### src/rtl/approx_adder_err_monitor.sv
// approx_adder_err_monitor: error-metric collector for N-bit approximate adders.
// Latency: 2-stage pipeline (S1 exact/ED, S2 statistics), results final 2 cycles after last transfer.
// Backpressure: in_ready_o high for the whole RUN state, never stalls mid-run.
// Optional feature: define APPROX_ERRMON_LFSR_EN for on-chip LFSR operand generation (a_o/b_o).
module approx_adder_err_monitor #(
  parameter int N     = 16,
  parameter int CNT_W = 32,
  parameter int ACC_W = 48
) (
  input  logic             clk,
  input  logic             rst_n,
  input  logic             start_i,
  input  logic [CNT_W-1:0] num_samples_i,
  input  logic             in_valid_i,
  output logic             in_ready_o,
  input  logic [N-1:0]     a_i,
  input  logic [N-1:0]     b_i,
  input  logic [N-1:0]     approx_sum_i,
  output logic             busy_o,
  output logic             done_o,
  output logic [CNT_W-1:0] sample_cnt_o,
  output logic [CNT_W-1:0] err_cnt_o,
  output logic [CNT_W-1:0] zero_cnt_o,
  output logic [ACC_W-1:0] sum_ed_o,
  output logic [N-1:0]     max_ed_o
`ifdef APPROX_ERRMON_LFSR_EN
  ,
  output logic [N-1:0]     a_o,
  output logic [N-1:0]     b_o
`endif
);

  typedef enum logic [1:0] {S_IDLE, S_RUN, S_DRAIN, S_DONE} state_t;

  state_t           r_state;
  state_t           w_state_nxt;
  logic [CNT_W-1:0] r_num;
  logic [CNT_W-1:0] r_xfer_cnt;
  logic             r_s1_vld;
  logic [N-1:0]     r_s1_exact;
  logic [N-1:0]     r_s1_ed;
  logic [CNT_W-1:0] r_sample_cnt;
  logic [CNT_W-1:0] r_err_cnt;
  logic [CNT_W-1:0] r_zero_cnt;
  logic [ACC_W-1:0] r_sum_ed;
  logic [N-1:0]     r_max_ed;

  logic             w_start_acc;
  logic             w_xfer;
  logic             w_last;
  logic [N-1:0]     w_op_a;
  logic [N-1:0]     w_op_b;
  logic [N-1:0]     w_exact;
  logic [N-1:0]     w_ed;
  logic [ACC_W:0]   w_sum_ext;
  logic [ACC_W-1:0] w_sum_nxt;

  // start is only honoured when no run is in flight
  assign w_start_acc = start_i && ((r_state == S_IDLE) || (r_state == S_DONE));
  assign w_xfer      = in_valid_i && (r_state == S_RUN);
  assign w_last      = w_xfer && ((r_xfer_cnt + CNT_W'(1)) == r_num);

`ifdef APPROX_ERRMON_LFSR_EN
  logic [N-1:0] r_lfsr_a;
  logic [N-1:0] r_lfsr_b;

  // Fibonacci LFSR, polynomial x^16 + x^14 + x^13 + x^11 + 1
  function automatic logic [N-1:0] lfsr_step(input logic [N-1:0] v);
    return {v[N-2:0], v[15] ^ v[13] ^ v[12] ^ v[10]};
  endfunction

  // operand generators: reseed on an accepted start, step once per transfer
  always_ff @(posedge clk or negedge rst_n) begin
    if (!rst_n) begin
      r_lfsr_a <= N'(16'hACE1);
      r_lfsr_b <= N'(16'h1D2B);
    end else if (w_start_acc) begin
      r_lfsr_a <= N'(16'hACE1);
      r_lfsr_b <= N'(16'h1D2B);
    end else if (w_xfer) begin
      r_lfsr_a <= lfsr_step(r_lfsr_a);
      r_lfsr_b <= lfsr_step(r_lfsr_b);
    end
  end

  assign a_o    = r_lfsr_a;
  assign b_o    = r_lfsr_b;
  assign w_op_a = r_lfsr_a;
  assign w_op_b = r_lfsr_b;
`else
  assign w_op_a = a_i;
  assign w_op_b = b_i;
`endif

  // carry-out is dropped on purpose: the approximate adder is judged on N bits only
  assign w_exact = w_op_a + w_op_b;
  assign w_ed    = (approx_sum_i >= w_exact) ? (approx_sum_i - w_exact)
                                             : (w_exact - approx_sum_i);

  // state register
  always_ff @(posedge clk or negedge rst_n) begin
    if (!rst_n) r_state <= S_IDLE;
    else        r_state <= w_state_nxt;
  end

  // next-state logic; DRAIN leaves once S1 no longer holds a sample
  always_comb begin
    w_state_nxt = r_state;
    case (r_state)
      S_IDLE, S_DONE: if (start_i) w_state_nxt = (num_samples_i == '0) ? S_DONE : S_RUN;
      S_RUN:          if (w_last)  w_state_nxt = S_DRAIN;
      S_DRAIN:        if (!r_s1_vld) w_state_nxt = S_DONE;
      default:        w_state_nxt = S_IDLE;
    endcase
  end

  // run length latch and transfer counter
  always_ff @(posedge clk or negedge rst_n) begin
    if (!rst_n) begin
      r_num      <= '0;
      r_xfer_cnt <= '0;
    end else if (w_start_acc) begin
      r_num      <= num_samples_i;
      r_xfer_cnt <= '0;
    end else if (w_xfer) begin
      r_xfer_cnt <= r_xfer_cnt + CNT_W'(1);
    end
  end

  // S1: register exact sum and error distance of each transferred sample
  always_ff @(posedge clk or negedge rst_n) begin
    if (!rst_n) begin
      r_s1_vld   <= 1'b0;
      r_s1_exact <= '0;
      r_s1_ed    <= '0;
    end else begin
      r_s1_vld <= w_xfer && !w_start_acc;
      if (w_xfer) begin
        r_s1_exact <= w_exact;
        r_s1_ed    <= w_ed;
      end
    end
  end

  assign w_sum_ext = {1'b0, r_sum_ed} + {{(ACC_W + 1 - N){1'b0}}, r_s1_ed};
  assign w_sum_nxt = w_sum_ext[ACC_W] ? '1 : w_sum_ext[ACC_W-1:0];

  // S2: fold the S1 sample into the running statistics
  always_ff @(posedge clk or negedge rst_n) begin
    if (!rst_n) begin
      r_sample_cnt <= '0;
      r_err_cnt    <= '0;
      r_zero_cnt   <= '0;
      r_sum_ed     <= '0;
      r_max_ed     <= '0;
    end else if (w_start_acc) begin
      r_sample_cnt <= '0;
      r_err_cnt    <= '0;
      r_zero_cnt   <= '0;
      r_sum_ed     <= '0;
      r_max_ed     <= '0;
    end else if (r_s1_vld) begin
      r_sample_cnt <= r_sample_cnt + CNT_W'(1);
      r_err_cnt    <= r_err_cnt + {{(CNT_W-1){1'b0}}, (r_s1_ed != '0)};
      r_zero_cnt   <= r_zero_cnt + {{(CNT_W-1){1'b0}}, (r_s1_exact == '0)};
      r_sum_ed     <= w_sum_nxt;
      if (r_s1_ed > r_max_ed) r_max_ed <= r_s1_ed;
    end
  end

  assign in_ready_o   = (r_state == S_RUN);
  assign busy_o       = (r_state == S_RUN) || (r_state == S_DRAIN);
  assign done_o       = (r_state == S_DONE);
  assign sample_cnt_o = r_sample_cnt;
  assign err_cnt_o    = r_err_cnt;
  assign zero_cnt_o   = r_zero_cnt;
  assign sum_ed_o     = r_sum_ed;
  assign max_ed_o     = r_max_ed;

endmodule
### config.mk
export PLATFORM = sky130hd
export DESIGN_NAME = approx_adder_err_monitor
export DESIGN_NICKNAME = d
export VERILOG_FILES = /design/src/rtl/approx_adder_err_monitor.sv
export SDC_FILE = /design/constraint.sdc
export NUM_CORES = 1
export LEC_CHECK = 0
export BUFFER_PORTS_ARGS = -buffer_cell sky130_fd_sc_hd__buf_4
export CELL_PAD_IN_SITES_DETAIL_PLACEMENT = 1
export CELL_PAD_IN_SITES_GLOBAL_PLACEMENT = 2
export CORE_ASPECT_RATIO = 1.25
export CORE_MARGIN = 2
export CORE_UTILIZATION = 38
export DETAILED_ROUTE_END_ITERATION = 7
export GPL_TIMING_DRIVEN = 0
export PLACE_DENSITY_LB_ADDON = 0.05
export REMOVE_ABC_BUFFERS = 1
export SETUP_SLACK_MARGIN = 0.2
export SLEW_MARGIN = 20
export SYNTH_ARGS = -nofsm -noshare
export SYNTH_HDL_FRONTEND = slang
export SYNTH_SLANG_ARGS = --single-unit
### constraint.sdc
create_clock -name clk -period 6.2 [get_ports clk]
set_input_delay 0.31 -clock clk [delete_from_list [all_inputs] [get_ports clk]]
set_output_delay 0.31 -clock clk [all_outputs]
set_load 0.05 [all_outputs]
==> results.txt, run 1 <==
----------------------------------------------------
[Pwr]
  Part of the power in the clock network ... 26.3%
  Relative contribution of combinational cells to total power ... 41.7%
  Pwr per Cell Area ... 381 nW/um^2
  P_leak ... 9.17 nW
  Part of the total power dissipated in sequential elements ... 32.0%
  Power Internal ... 0.00433 W
  Switching power total ... 0.00318 W
  Peak ir drop on the vdd network ... 0.233 mV
  Switching share of power ... 42.3%

[Global route]
  Total routing usage reported by global routing ... 22.3%
  Number of global-route vias before repair ... 14600
  Grt met2 use ... 40.8%
  Pin count of the biggest net entering global routing ... 88
  Residual overflow from global routing ... 0
  Global-route wire length before repair ... 78900 um
  Global-route met3 utilization ... 2.69%
  Number of antenna violations at the first check in global routing ... 0
  Met1 usage ... 28.0%
  Peak-usage layer in the global routing report ... met2

[Setup path]
  Standard cell with the maximum stage delay on the critical path ... sky130_fd_sc_hd__or3b_2
  Critical Path AT ... 5.30 ns
  Category of cells accounting for the largest share of critical-path delay ... compound AO/OA/AOI/OAI gates
  Required time of the critical path ... 6.66 ns
  Element type at the critical path end ... register
  Cell Chain, Critical Path ... buf_4 > ha_1 > a21oi_1 > o21ai_0 > a31o_2 > o21a_1 > o21ai_0 > nand2b_1 > a21o_1 > a21oi_1 > xnor2_1 > inv_1 > ha_1 > a21o_1 > a21oi_1 > nor2b_1 > nor3_1 > nor2_1 > nor2_2 > mux2_2 > o2111ai_1 > or3b_2
  Sort of element at the start of the critical path ... primary input
  Largest stage delay on the critical path ... 0.46 ns
  Buffering stage count on the worst path with inverters included ... 2
  Most repeated library cell on the critical path ... sky130_fd_sc_hd__a21oi_1
  Highest fanout seen on the critical path ... 7
  Category of the most critical setup path ... primary input to register

[Timing]
  Worst Tran Pin Value ... 0.965 ns
  Final setup fails ... 0
  Period utilisation layout ... 78.1%
  Smallest hold slack ... 0.158 ns
  Final Max Tran Viols ... 0
  Time the worst path needs with I/O delays and setup ... 4.84 ns
  Headroom to the max-slew limit ... 35.6%
  Count of final hold-check violations ... 0
  Final-layout setup total negative slack ... 0 ns
  Unrepaired setup endpoints after global routing ... no
  Worst clock skew ... 0.0229 ns
  Maximum clock rate ... 207 MHz

[Clock tree]
  Clk sinks ... 259
  PostCTS Resize Cnt ... 0
  Number of levels in the clock H-tree ... 1
  Hold buffers post-CTS ... 33
  Clk root buf ... sky130_fd_sc_hd__clkbuf_16
  Clock buffer count from CTS ... 31
  Max clock buf depth ... 3
  Clk pin slew, worst setup/hold paths ... 0.06 ns
  Post-CTS setup-driven buffer insertion count ... 0
  Clock tree from TritonCTS ... yes
  Latest clock arrival within the worst-skew pair ... 0.58 ns

[Floorplanning]
  Die width ... 186 um
  Die span in y ... 232 um
  Number of top-level pins ... 247
  Number of standard-cell rows in the floorplan ... 83
  Die area ... 43200 um^2
  Core outline area ... 41000 um^2
  Initial Util ... 38.5%

[Logic synthesis]
  Register bit total from synthesis ... 259
  Async S/R FF share, synth ... 100%
  Number of warning messages in the yosys log ... 0
  Fraction of the yosys area taken by sequential cells ... 41.0%
  Count of different cell masters after synthesis ... 75
  Mean cell area of the mapped netlist ... 8.80 um^2
  Top flip-flop cell by instance count after synthesis ... sky130_fd_sc_hd__dfrtp_1
  Post-synth EDFFs ... 0
  Synth Instances ... 1795
  Mapped cell area ... 15800 um^2

[Placement]
  IO Port Bufs ... 246
  Routability cong. ... 0.880
  Half-perimeter wire length after detailed placement ... 35500 um

[Drt]
  Detailed Routing Iterations Pass 1 ... 4
  DRC errors left ... 0
  Avg Vias per Cell ... 5.34
  Drt initial violations ... 533
  Remaining antenna violation count after routing ... 0
  WL/cell ... 18.5 um
  WL final ... 48600 um
  Routed via count ... 14000

[Flow run]
  # Max-Cap Violations ... 0

[Finish]
  Fraction of layout cells with a size suffix above 1 ... 16.2%
  Final-stage net count ... 2220
  Growth of design area from synthesis to finish ... 24.9%
  Utilization after layout ... 48.1%
  Commonest non-fill, non-tap cells in the layout ... sky130_fd_sc_hd__dfrtp_1, sky130_fd_sc_hd__buf_4, sky130_fd_sc_hd__nand2_1, sky130_fd_sc_hd__nor2_1, sky130_fd_sc_hd__xor2_1
  Commonest non-fill, non-tap cell in the layout ... sky130_fd_sc_hd__dfrtp_1
  Number of antenna cells inserted ... 0

[Hold path]
  Hold Crit Class ... primary input to register

[Run status]
  Run status ... finished, final reports clean

----------------------------------------------------
-- layer usage --
layer / wire [um] / part of all wire [%] / up-vias
met1: 21000 / 43 / 6959
met5: 0 / 0 / -
met2: 24800 / 51 / 234
li1: - / - / 6740
met3: 1860 / 3.8 / 56
met4: 952 / 2.0 / 0
-- state kept, by name, indices dropped and copies added, names as in the netlist, 16 cells and up --
signal	count
sum_ed_o	48
err_cnt_o	32
r_num	32
r_xfer_cnt	32
sample_cnt_o	32
zero_cnt_o	32
max_ed_o	16
r_s1_ed	16
r_s1_exact	16
-- logic make-up after synthesis --
group,after synthesis,synth area share [%]
XOR/XNOR,181,10.0
multiplexers,38,2.44
adder cells (fa/ha/maj),90,7.32
AND/OR/NAND/NOR,742,22.3
buffers and inverters,149,3.68
flip-flops,259,41.0
AO/OA/AOI/OAI,336,13.1
-- final timing paths --
kind / from / end / slack, ns / cells after the start
max: a_i[8] / r_s1_ed[3] / 1.36 / 22
min: in_valid_i / r_s1_vld / 0.16 / 3
max reg2reg: sum_ed_o[0] / sum_ed_o[32] / 2.28 / 13
min reg2reg: r_s1_exact[2] / r_s1_exact[2] / 0.48 / 2
max in group asynchronous: rst_n / r_num[11] / 4.84 / 4
min in group asynchronous: rst_n / err_cnt_o[19] / 0.20 / 2
-- worst min-delay path, stage by stage --
cell                      delay [ns]
sky130_fd_sc_hd__buf_4          0.10
sky130_fd_sc_hd__nand2_4        0.13
sky130_fd_sc_hd__nor2_1         0.13
-- cell type report --
type / instances / area, um^2
timing repair buffer: 288 / 2390
multi-input combinational: 1387 / 8770
inverter: 79 / 297
tap: 552 / 691
sequential: 259 / 6480
fill: 4814 / 21300
clock inverter: 16 / 224
clock buffer: 40 / 870
-- cells in the mapped netlist (all sizes together) (5+ instances only) --
cell / number / share of area (%)
dfrtp: 259 / 41
nand2: 231 / 5.5
nor2: 203 / 4.8
xor2: 104 / 5.8
o21ai: 101 / 3.2
a21oi: 90 / 2.9
ha: 86 / 6.8
inv: 79 / 1.9
xnor2: 77 / 4.3
nand3: 72 / 2.3
clkbuf: 62 / 1.5
and3: 47 / 1.9
nor3: 40 / 1.3
nand4: 38 / 1.6
a21o: 34 / 1.6
mux2i: 34 / 2.2
nor4: 24 / 1.0
a31oi: 23 / 0.91
or3: 22 / 0.88
and4: 15 / 0.84
nand2b: 13 / 0.52
nor2b: 13 / 0.52
and2: 12 / 0.49
a311oi: 11 / 0.61
o21a: 11 / 0.52
o21bai: 9 / 0.43
buf: 8 / 0.32
a211oi: 7 / 0.33
o2111ai: 7 / 0.39
o22ai: 6 / 0.24
a2111oi: 5 / 0.28
-- per-stage QoR --
step           std cells  total power, W  setup WS, ns  area (um^2)
6_report            2621         0.00751          1.36        19700
3_3_place_gp        2523         0.00548         -1.40        18000
4_1_cts             2621         0.00760          1.34        19700
3_5_place_dp        2532         0.00556         0.711        18300
5_1_grt             2621         0.00798         0.912        19700
2_1_floorplan       1725         0.00452          1.07        15500
-- power groups by stage --
stage / clock, W / sequential (W) / combinational, W
6_report: 0.00197 / 0.00241 / 0.00313
3_3_place_gp: 0 / 0.00243 / 0.00305
3_5_place_dp: 0 / 0.00244 / 0.00312
2_1_floorplan: 0 / 0.00299 / 0.00153
5_1_grt: 0.00209 / 0.00246 / 0.00343
4_1_cts: 0.00203 / 0.00241 / 0.00316
Note: power is estimated with default switching activity, not from simulation.
==> run 2, diff against run 1 <==
--- a/config.mk
+++ b/config.mk
@@ -5,12 +5,13 @@
 export SDC_FILE = /design/constraint.sdc
 export NUM_CORES = 1
 export LEC_CHECK = 0
+export ABC_AREA = 1
 export BUFFER_PORTS_ARGS = -buffer_cell sky130_fd_sc_hd__buf_4
 export CELL_PAD_IN_SITES_DETAIL_PLACEMENT = 1
 export CELL_PAD_IN_SITES_GLOBAL_PLACEMENT = 2
 export CORE_ASPECT_RATIO = 1.25
 export CORE_MARGIN = 2
-export CORE_UTILIZATION = 38
+export CORE_UTILIZATION = 33
 export DETAILED_ROUTE_END_ITERATION = 7
 export GPL_TIMING_DRIVEN = 0
 export PLACE_DENSITY_LB_ADDON = 0.05
==> constraint.sdc (replaced) <==
create_clock -name clk -period 4.6 [get_ports clk]
set_input_delay 0.23 -clock clk [delete_from_list [all_inputs] [get_ports clk]]
set_output_delay 0.23 -clock clk [all_outputs]
set_load 0.05 [all_outputs]
==> run 2 against run 1 <==
  * Final cell count rose by 39%
  * Non-clock buffer count grew 2
  * Design area grew 14%
  * Highest routed layer unchanged
  * Via count up 32%
  * Synthesized area is 15% higher
  * Largest cell class unchanged
==> results.txt, run 2 <==
----------------------------------------------------
[Setup path]
  Element type at the critical path end ... register
  Count of cells along the worst register-to-register path ... 8
  Slack of the worst reg-to-reg path ... 0.77 ns
  Critical Path AT ... 4.28 ns
  Capture point of the worst path ... r_xfer_cnt[1]
  Reg2Reg Launch Point ... r_state[0]
  First element of the critical path ... r_state[0]
  Total number of cells along the worst setup path ... 8
  End of the worst register-to-register path ... r_xfer_cnt[1]
  Buffering stage count on the worst path with inverters included ... 4
  Required time of the critical path ... 5.05 ns
  Cell Chain, Critical Path ... inv_1 > ha_1 > nand2_4 > buf_16 > inv_4 > nor2_1 > clkinvlp_4 > o21ai_0
  Category of the most critical setup path ... register to register
  Category of cells accounting for the largest share of critical-path delay ... buffers and inverters
  Standard cell with the maximum stage delay on the critical path ... sky130_fd_sc_hd__clkinvlp_4
  Sort of element at the start of the critical path ... register
  Highest fanout seen on the critical path ... 69
  Largest stage delay on the critical path ... 0.78 ns

[Drt]
  Drt initial violations ... 809
  Avg Vias per Cell ... 5.09
  Detailed Routing Iterations Pass 1 ... 5
  DRC errors left ... 0
  Remaining antenna violation count after routing ... 0
  WL/cell ... 18.8 um
  WL final ... 68300 um
  Routed via count ... 18500

[Clock tree]
  Clk pin slew, worst setup/hold paths ... 0.06 ns
  Max clock buf depth ... 3
  Number of levels in the clock H-tree ... 2
  Clk sinks ... 259
  Latest clock arrival within the worst-skew pair ... 0.55 ns
  Clk root buf ... sky130_fd_sc_hd__clkbuf_16
  Clock buffer count from CTS ... 35
  Post-CTS setup-driven buffer insertion count ... 0
  Clock tree from TritonCTS ... yes

[Finish]
  Count of fill cells added during filler insertion ... 6935
  Flip-flop count of the largest register after layout ... 48
  Multi-input gate area ... 10100 um^2
  Final-stage net count ... 3048
  Area taken by flip-flops and latches ... 6480 um^2
  Fraction of layout cells with a size suffix above 1 ... 13.2%
  Growth of design area from synthesis to finish ... 23.7%
  Commonest non-fill, non-tap cells in the layout ... sky130_fd_sc_hd__nand2_1, sky130_fd_sc_hd__inv_1, sky130_fd_sc_hd__dfrtp_1, sky130_fd_sc_hd__buf_4, sky130_fd_sc_hd__nor2_1
  Commonest non-fill, non-tap cell in the layout ... sky130_fd_sc_hd__nand2_1
  Utilization after layout ... 41.1%
  Non-filler instance count after layout ... 3632
  Design area ... 22500 um^2

[Floorplanning]
  Die area ... 57000 um^2
  Die span in y ... 266 um
  Core outline area ... 54700 um^2
  Number of standard-cell rows in the floorplan ... 96
  Die width ... 214 um
  Initial Util ... 33.3%
  Number of top-level pins ... 247

[Logic synthesis]
  Yosys top cell area share ... 35.6%
  Register bit total from synthesis ... 259
  Xor-xnor portion of the synthesized cell area ... 3.70%
  Count of different cell masters after synthesis ... 52
  Simple-gate portion of the synthesized area ... 33.2%
  Fraction of the mapped netlist area in compound gates ... 12.3%
  Number of warning messages in the yosys log ... 0
  Main combinational cell family by area after synthesis ... simple AND/OR/NAND/NOR gates
  Synth Instances ... 2613
  Top cell types by occurrence after synthesis ... sky130_fd_sc_hd__nand2_1, sky130_fd_sc_hd__inv_1, sky130_fd_sc_hd__dfrtp_1, sky130_fd_sc_hd__nor2_1, sky130_fd_sc_hd__nand3_1
  Async S/R FF share, synth ... 100%
  Library cell occupying the most area in the post-synthesis netlist ... sky130_fd_sc_hd__dfrtp_1
  Fraction of the yosys area taken by sequential cells ... 35.6%
  Top flip-flop cell by instance count after synthesis ... sky130_fd_sc_hd__dfrtp_1
  Top-count cell post-synth ... sky130_fd_sc_hd__nand2_1
  Cell types occupying the most area after synthesis ... sky130_fd_sc_hd__dfrtp_1, sky130_fd_sc_hd__nand2_1, sky130_fd_sc_hd__inv_1
  Post-synthesis mux area share ... 0%
  Mapped cell area ... 18200 um^2
  Fraction of the mapped netlist area in adder cells ... 6.36%
  Mean cell area of the mapped netlist ... 6.96 um^2
  Post-synth EDFFs ... 0

[Pwr]
  Power Internal ... 0.00589 W
  Peak ir drop on the vdd network ... 0.320 mV
  Part of the total power dissipated in sequential elements ... 30.0%
  Pwr per Cell Area ... 467 nW/um^2
  Switching power total ... 0.00462 W
  Switching share of power ... 43.9%
  P_leak ... 10.6 nW
  Relative contribution of combinational cells to total power ... 42.6%
  Part of the power in the clock network ... 27.5%

[Timing]
  Maximum clock rate ... 261 MHz
  Final setup fails ... 0
  Final-layout setup total negative slack ... 0 ns
  Worst Slack Setup Final ... 0.772 ns
  Time the worst path needs with I/O delays and setup ... 3.83 ns
  Count of final hold-check violations ... 0
  Unrepaired setup endpoints after global routing ... no
  Final Max Tran Viols ... 0
  Headroom to the max-slew limit ... 40.5%
  Period utilisation layout ... 83.2%
  Worst clock skew ... 0.0160 ns
  Worst Tran Pin Value ... 0.885 ns

[Flow run]
  # Max-Cap Violations ... 0

[Global route]
  Number of global-route vias before repair ... 19500
  Number of antenna violations at the first check in global routing ... 1
  Global-route wire length before repair ... 108000 um
  Residual overflow from global routing ... 0
  Met1 usage ... 29.3%
  Global-route met3 utilization ... 3.02%
  Total routing usage reported by global routing ... 23.7%
  Pin count of the biggest net entering global routing ... 89
  Grt met2 use ... 42.7%
  Peak-usage layer in the global routing report ... met2

[Placement]
  Routability cong. ... 0.865
  IO Port Bufs ... 246
  Number of placed cells counting well taps ... 3540
  Worst setup slack after placement ... 0.341 ns
  Half-perimeter wire length after detailed placement ... 52600 um
  Placed standard-cell area ... 21000 um^2

[Run status]
  Run status ... finished, final reports clean

[Hold path]
  Hold Crit Class ... primary input to register
  Hold_sp ... num_samples_i[11]

----------------------------------------------------
run 2: cell count changes in the layout (fill, tap and decap cells not counted), sizes merged, moves of 22 or more:
cell / change
xor2: -61
nor4: +22
nor3: +36
nor2: +33
mux2i: -34
and3: -45
nand3: +98
xnor2: -51
nand2: +533
o21ai: +73
inv: +265
or3: -22
a21oi: +42
run 2: worst register-to-register path: stages, from the launching register on:
cell,delay [ns]
sky130_fd_sc_hd__dfrtp_1,0.43
sky130_fd_sc_hd__inv_1,0.08
sky130_fd_sc_hd__ha_1,0.38
sky130_fd_sc_hd__nand2_4,0.33
sky130_fd_sc_hd__buf_16,0.30
sky130_fd_sc_hd__inv_4,0.40
sky130_fd_sc_hd__nor2_1,0.68
sky130_fd_sc_hd__clkinvlp_4,0.78
sky130_fd_sc_hd__o21ai_0,0.37
run 2: metal layers:
layer  part of all wire [%]  up-vias  routed length, um
met5                      0        -                  0
met4                    2.9        0               2000
met3                    2.8       98               1930
met2                     50      244              34200
met1                     44     9096              30100
li1                       -     9066                  -
run 2: stage by stage:
| step | total power, W | hold WS [ns] |
|---|---|---|
| final | 0.0105 | 0.0511 |
| after global routing | 0.0113 | 0.0331 |
| after CTS | 0.0107 | 0.00163 |
| after detailed placement | 0.00766 | 0.126 |
| after global placement | 0.00745 | 0.438 |
| after floorplan | 0.00592 | -0.0656 |
run 2: timing repair:
item | in CTS | in global routing
gates resized for setup | 0 | 1
hold buffers | 32 | 0
setup endpoints to repair | 0 | 12
hold endpoints to repair | 205 | 0
run 2: kinds of logic (layout without fill, tap and decap cells):
| group | count (synthesis) | in the layout |
|---|---|---|
| buf+inv | 416 | 699 |
| fa+ha+maj | 90 | 90 |
| xor+xnor | 72 | 72 |
| flops | 259 | 259 |
| other cells | 0 | 1 |
| compound gates | 402 | 402 |
| simple gates | 1374 | 1374 |
run 2: cell type report:
type / count / share of cell area [%]
Multi-Input combinational cell: 1938 / 45.0
Sequential cell: 259 / 28.8
Timing Repair Buffer: 290 / 10.9
Inverter: 350 / 5.88
Clock buffer: 49 / 4.67
Tap cell: 735 / 4.09
Clock inverter: 10 / 0.579
Antenna cell: 1 / 0.0111
run 2: power groups by stage:
stage	combinational (W)	clock [W]	sequential [W]
floorplan	0.00251	0	0.00340
global placement	0.00428	0	0.00317
detailed placement	0.00448	0	0.00318
CTS	0.00455	0.00297	0.00315
global route	0.00501	0.00305	0.00321
finish	0.00447	0.00289	0.00315
run 2: worst min-delay path by stage:
stage,end,depth (start not counted)
floorplan,err_cnt_o[0],0
global placement,r_num[25],3
detailed placement,zero_cnt_o[18],1
CTS,r_num[11],3
global route,r_num[11],3
finish,r_num[11],3
==> run 3, diff against run 2 <==
==> constraint.sdc (replaced) <==
create_clock -name clk -period 3.94 [get_ports clk]
set_input_delay 0.197 -clock clk [delete_from_list [all_inputs] [get_ports clk]]
set_output_delay 0.197 -clock clk [all_outputs]
set_load 0.05 [all_outputs]
==> run 3 against run 2 <==
  * Core utilization grew 0.25 points
  * Sequential power grew 17%
  * Critical path depth grew 2
  * Combinational power grew 17%
  * Maximum frequency grew 12%
  * Clock power grew 17%
  * Clock skew grew 0.00089 ns
  * Flip-flop and latch count is the same
  * Non-clock buffer count grew 7
  * Critical path type unchanged
  * Critical endpoint is now err_cnt_o[21]
  * Largest power group unchanged
  * Highest routed layer unchanged
==> results.txt, run 3 (synthesis results as in run 2) <==
----------------------------------------------------
[Setup path]
  Count of cells along the worst register-to-register path ... 10
  Highest fanout seen on the critical path ... 69
  Sort of element at the start of the critical path ... register
  Critical Path AT ... 3.84 ns
  Category of cells accounting for the largest share of critical-path delay ... buffers and inverters
  Element type at the critical path end ... register
  Largest stage delay on the critical path ... 0.60 ns
  Slack of the worst reg-to-reg path ... 0.53 ns
  End of the worst register-to-register path ... err_cnt_o[21]
  Reg2Reg Launch Point ... r_state[0]
  Standard cell with the maximum stage delay on the critical path ... sky130_fd_sc_hd__inv_2
  Cell Chain, Critical Path ... inv_1 > ha_1 > nand2_4 > buf_16 > inv_6 > nor2_4 > inv_2 > nand3_1 > o21ai_0 > a21oi_1
  Required time of the critical path ... 4.37 ns
  Buffering stage count on the worst path with inverters included ... 4
  Category of the most critical setup path ... register to register

[Flow run]
  # Max-Cap Violations ... 0

[Floorplanning]
  Die span in y ... 266 um
  Initial Util ... 33.3%
  Die width ... 214 um
  Number of standard-cell rows in the floorplan ... 96
  Number of top-level pins ... 247
  Core outline area ... 54700 um^2
  Die area ... 57000 um^2

[Clock tree]
  Number of levels in the clock H-tree ... 2
  Clk pin slew, worst setup/hold paths ... 0.06 ns
  Clk sinks ... 259
  Max clock buf depth ... 3
  Clk root buf ... sky130_fd_sc_hd__clkbuf_16
  Clock buffer count from CTS ... 35
  Latest clock arrival within the worst-skew pair ... 0.55 ns
  Clock tree from TritonCTS ... yes

[Timing]
  Period utilisation layout ... 86.6%
  Smallest hold slack ... 0.120 ns
  Maximum clock rate ... 293 MHz
  Count of final hold-check violations ... 0
  Headroom to the max-slew limit ... 45.3%
  Time the worst path needs with I/O delays and setup ... 3.41 ns
  Worst clock skew ... 0.0169 ns
  Worst Tran Pin Value ... 0.814 ns
  Unrepaired setup endpoints after global routing ... no
  Final setup fails ... 0
  Final Max Tran Viols ... 0

[Global route]
  Pin count of the biggest net entering global routing ... 89
  Number of global-route vias before repair ... 19600
  Global-route wire length before repair ... 108000 um
  Residual overflow from global routing ... 0
  Total routing usage reported by global routing ... 23.7%
  Number of antenna violations at the first check in global routing ... 2

[Finish]
  Flip-flop count of the largest register after layout ... 48
  Count of fill cells added during filler insertion ... 6920
  Final-stage net count ... 3055
  Commonest non-fill, non-tap cell in the layout ... sky130_fd_sc_hd__nand2_1
  Fraction of layout cells with a size suffix above 1 ... 13.6%
  Commonest non-fill, non-tap cells in the layout ... sky130_fd_sc_hd__nand2_1, sky130_fd_sc_hd__inv_1, sky130_fd_sc_hd__dfrtp_1, sky130_fd_sc_hd__buf_4, sky130_fd_sc_hd__nor2_1
  Growth of design area from synthesis to finish ... 24.4%
  Utilization after layout ... 41.4%

[Drt]
  Remaining antenna violation count after routing ... 0
  Drt initial violations ... 776
  Avg Vias per Cell ... 5.09
  WL final ... 68300 um
  Routed via count ... 18500
  WL/cell ... 18.8 um
  Detailed Routing Iterations Pass 1 ... 5
  DRC errors left ... 0

[Run status]
  Run status ... finished, final reports clean

[Pwr]
  Final Power ... 0.0123 W
  P_leak ... 10.7 nW
  Pwr per Cell Area ... 544 nW/um^2
  Peak ir drop on the vdd network ... 0.373 mV

[Hold path]
  Hold Crit Class ... primary input to async pin

[Placement]
  IO Port Bufs ... 246
  Half-perimeter wire length after detailed placement ... 52600 um
  Routability cong. ... 0.865

----------------------------------------------------
[run 3: cell types whose count changed in the layout (fill, tap and decap cells not counted), moves of 2 or more]
| cell | change |
|---|---|
| sky130_fd_sc_hd__buf_4 | +4 |
| sky130_fd_sc_hd__nor2_1 | -4 |
| sky130_fd_sc_hd__nor2_2 | +3 |
| sky130_fd_sc_hd__nor4_2 | +2 |
| sky130_fd_sc_hd__nor4_1 | -2 |
| sky130_fd_sc_hd__buf_12 | +2 |
[run 3: metal layers]
metal	vias to the layer above	part of all wire [%]	track usage [%]
met5	-	0	0
met4	0	2.9	7.62
met3	98	2.9	3.16
met2	258	50	42.7
met1	9090	44	29.2
li1	9091	-	-
[run 3: layout make-up]
class	count	area, um^2	share of cell area (%)
Clock inverter	10	130	0.575
Inverter	350	1320	5.85
Tap cell	735	920	4.06
Antenna cell	2	5.00	0.0221
Clock buffer	49	1050	4.65
Multi-Input combinational cell	1938	10200	45.0
Sequential cell	259	6480	28.6
Timing Repair Buffer	297	2530	11.2
[run 3: worst max-delay path by stage]
stage / from / end / slack (ns) / cells past startpoint
6_report: r_state[0] / err_cnt_o[21] / 0.53 / 10
5_1_grt: a_i[2] / r_s1_ed[2] / 0.19 / 27
4_1_cts: r_s1_exact[1] / zero_cnt_o[22] / 0.21 / 20
3_5_place_dp: a_i[4] / r_s1_ed[2] / -0.29 / 23
3_3_place_gp: r_state[0] / err_cnt_o[21] / -8.51 / 9
2_1_floorplan: r_state[0] / err_cnt_o[21] / -1.90 / 9
[run 3: per-stage QoR]
stage	instances	setup TNS, ns	instance area (um^2)	worst slack (ns)
finish	3640	0	22600	0.528
global placement	3528	-860.77	20700	-8.51
global route	3639	0	22600	0.192
floorplan	2547	-112.57	17900	-1.90
CTS	3635	0	22500	0.212
detailed placement	3540	-7.43	21000	-0.286
[run 3: report_power, final]
part / internal, W / leakage, nW / switching [W] / total (W)
clock network: 0.00205 / 0.580 / 0.00132 / 0.00337
logic: 0.00171 / 6.58 / 0.00354 / 0.00525
registers: 0.00314 / 3.50 / 0.000539 / 0.00368
total: 0.00690 / 10.7 / 0.00540 / 0.0123
[run 3: what timing repair did]
action	4_1_cts	5_1_grt
setup endpoints to repair	40	57
hold buffers	33	0
setup buffers	3	3
pin swaps	1	4
gates resized for setup	2	13
hold endpoints to repair	207	0
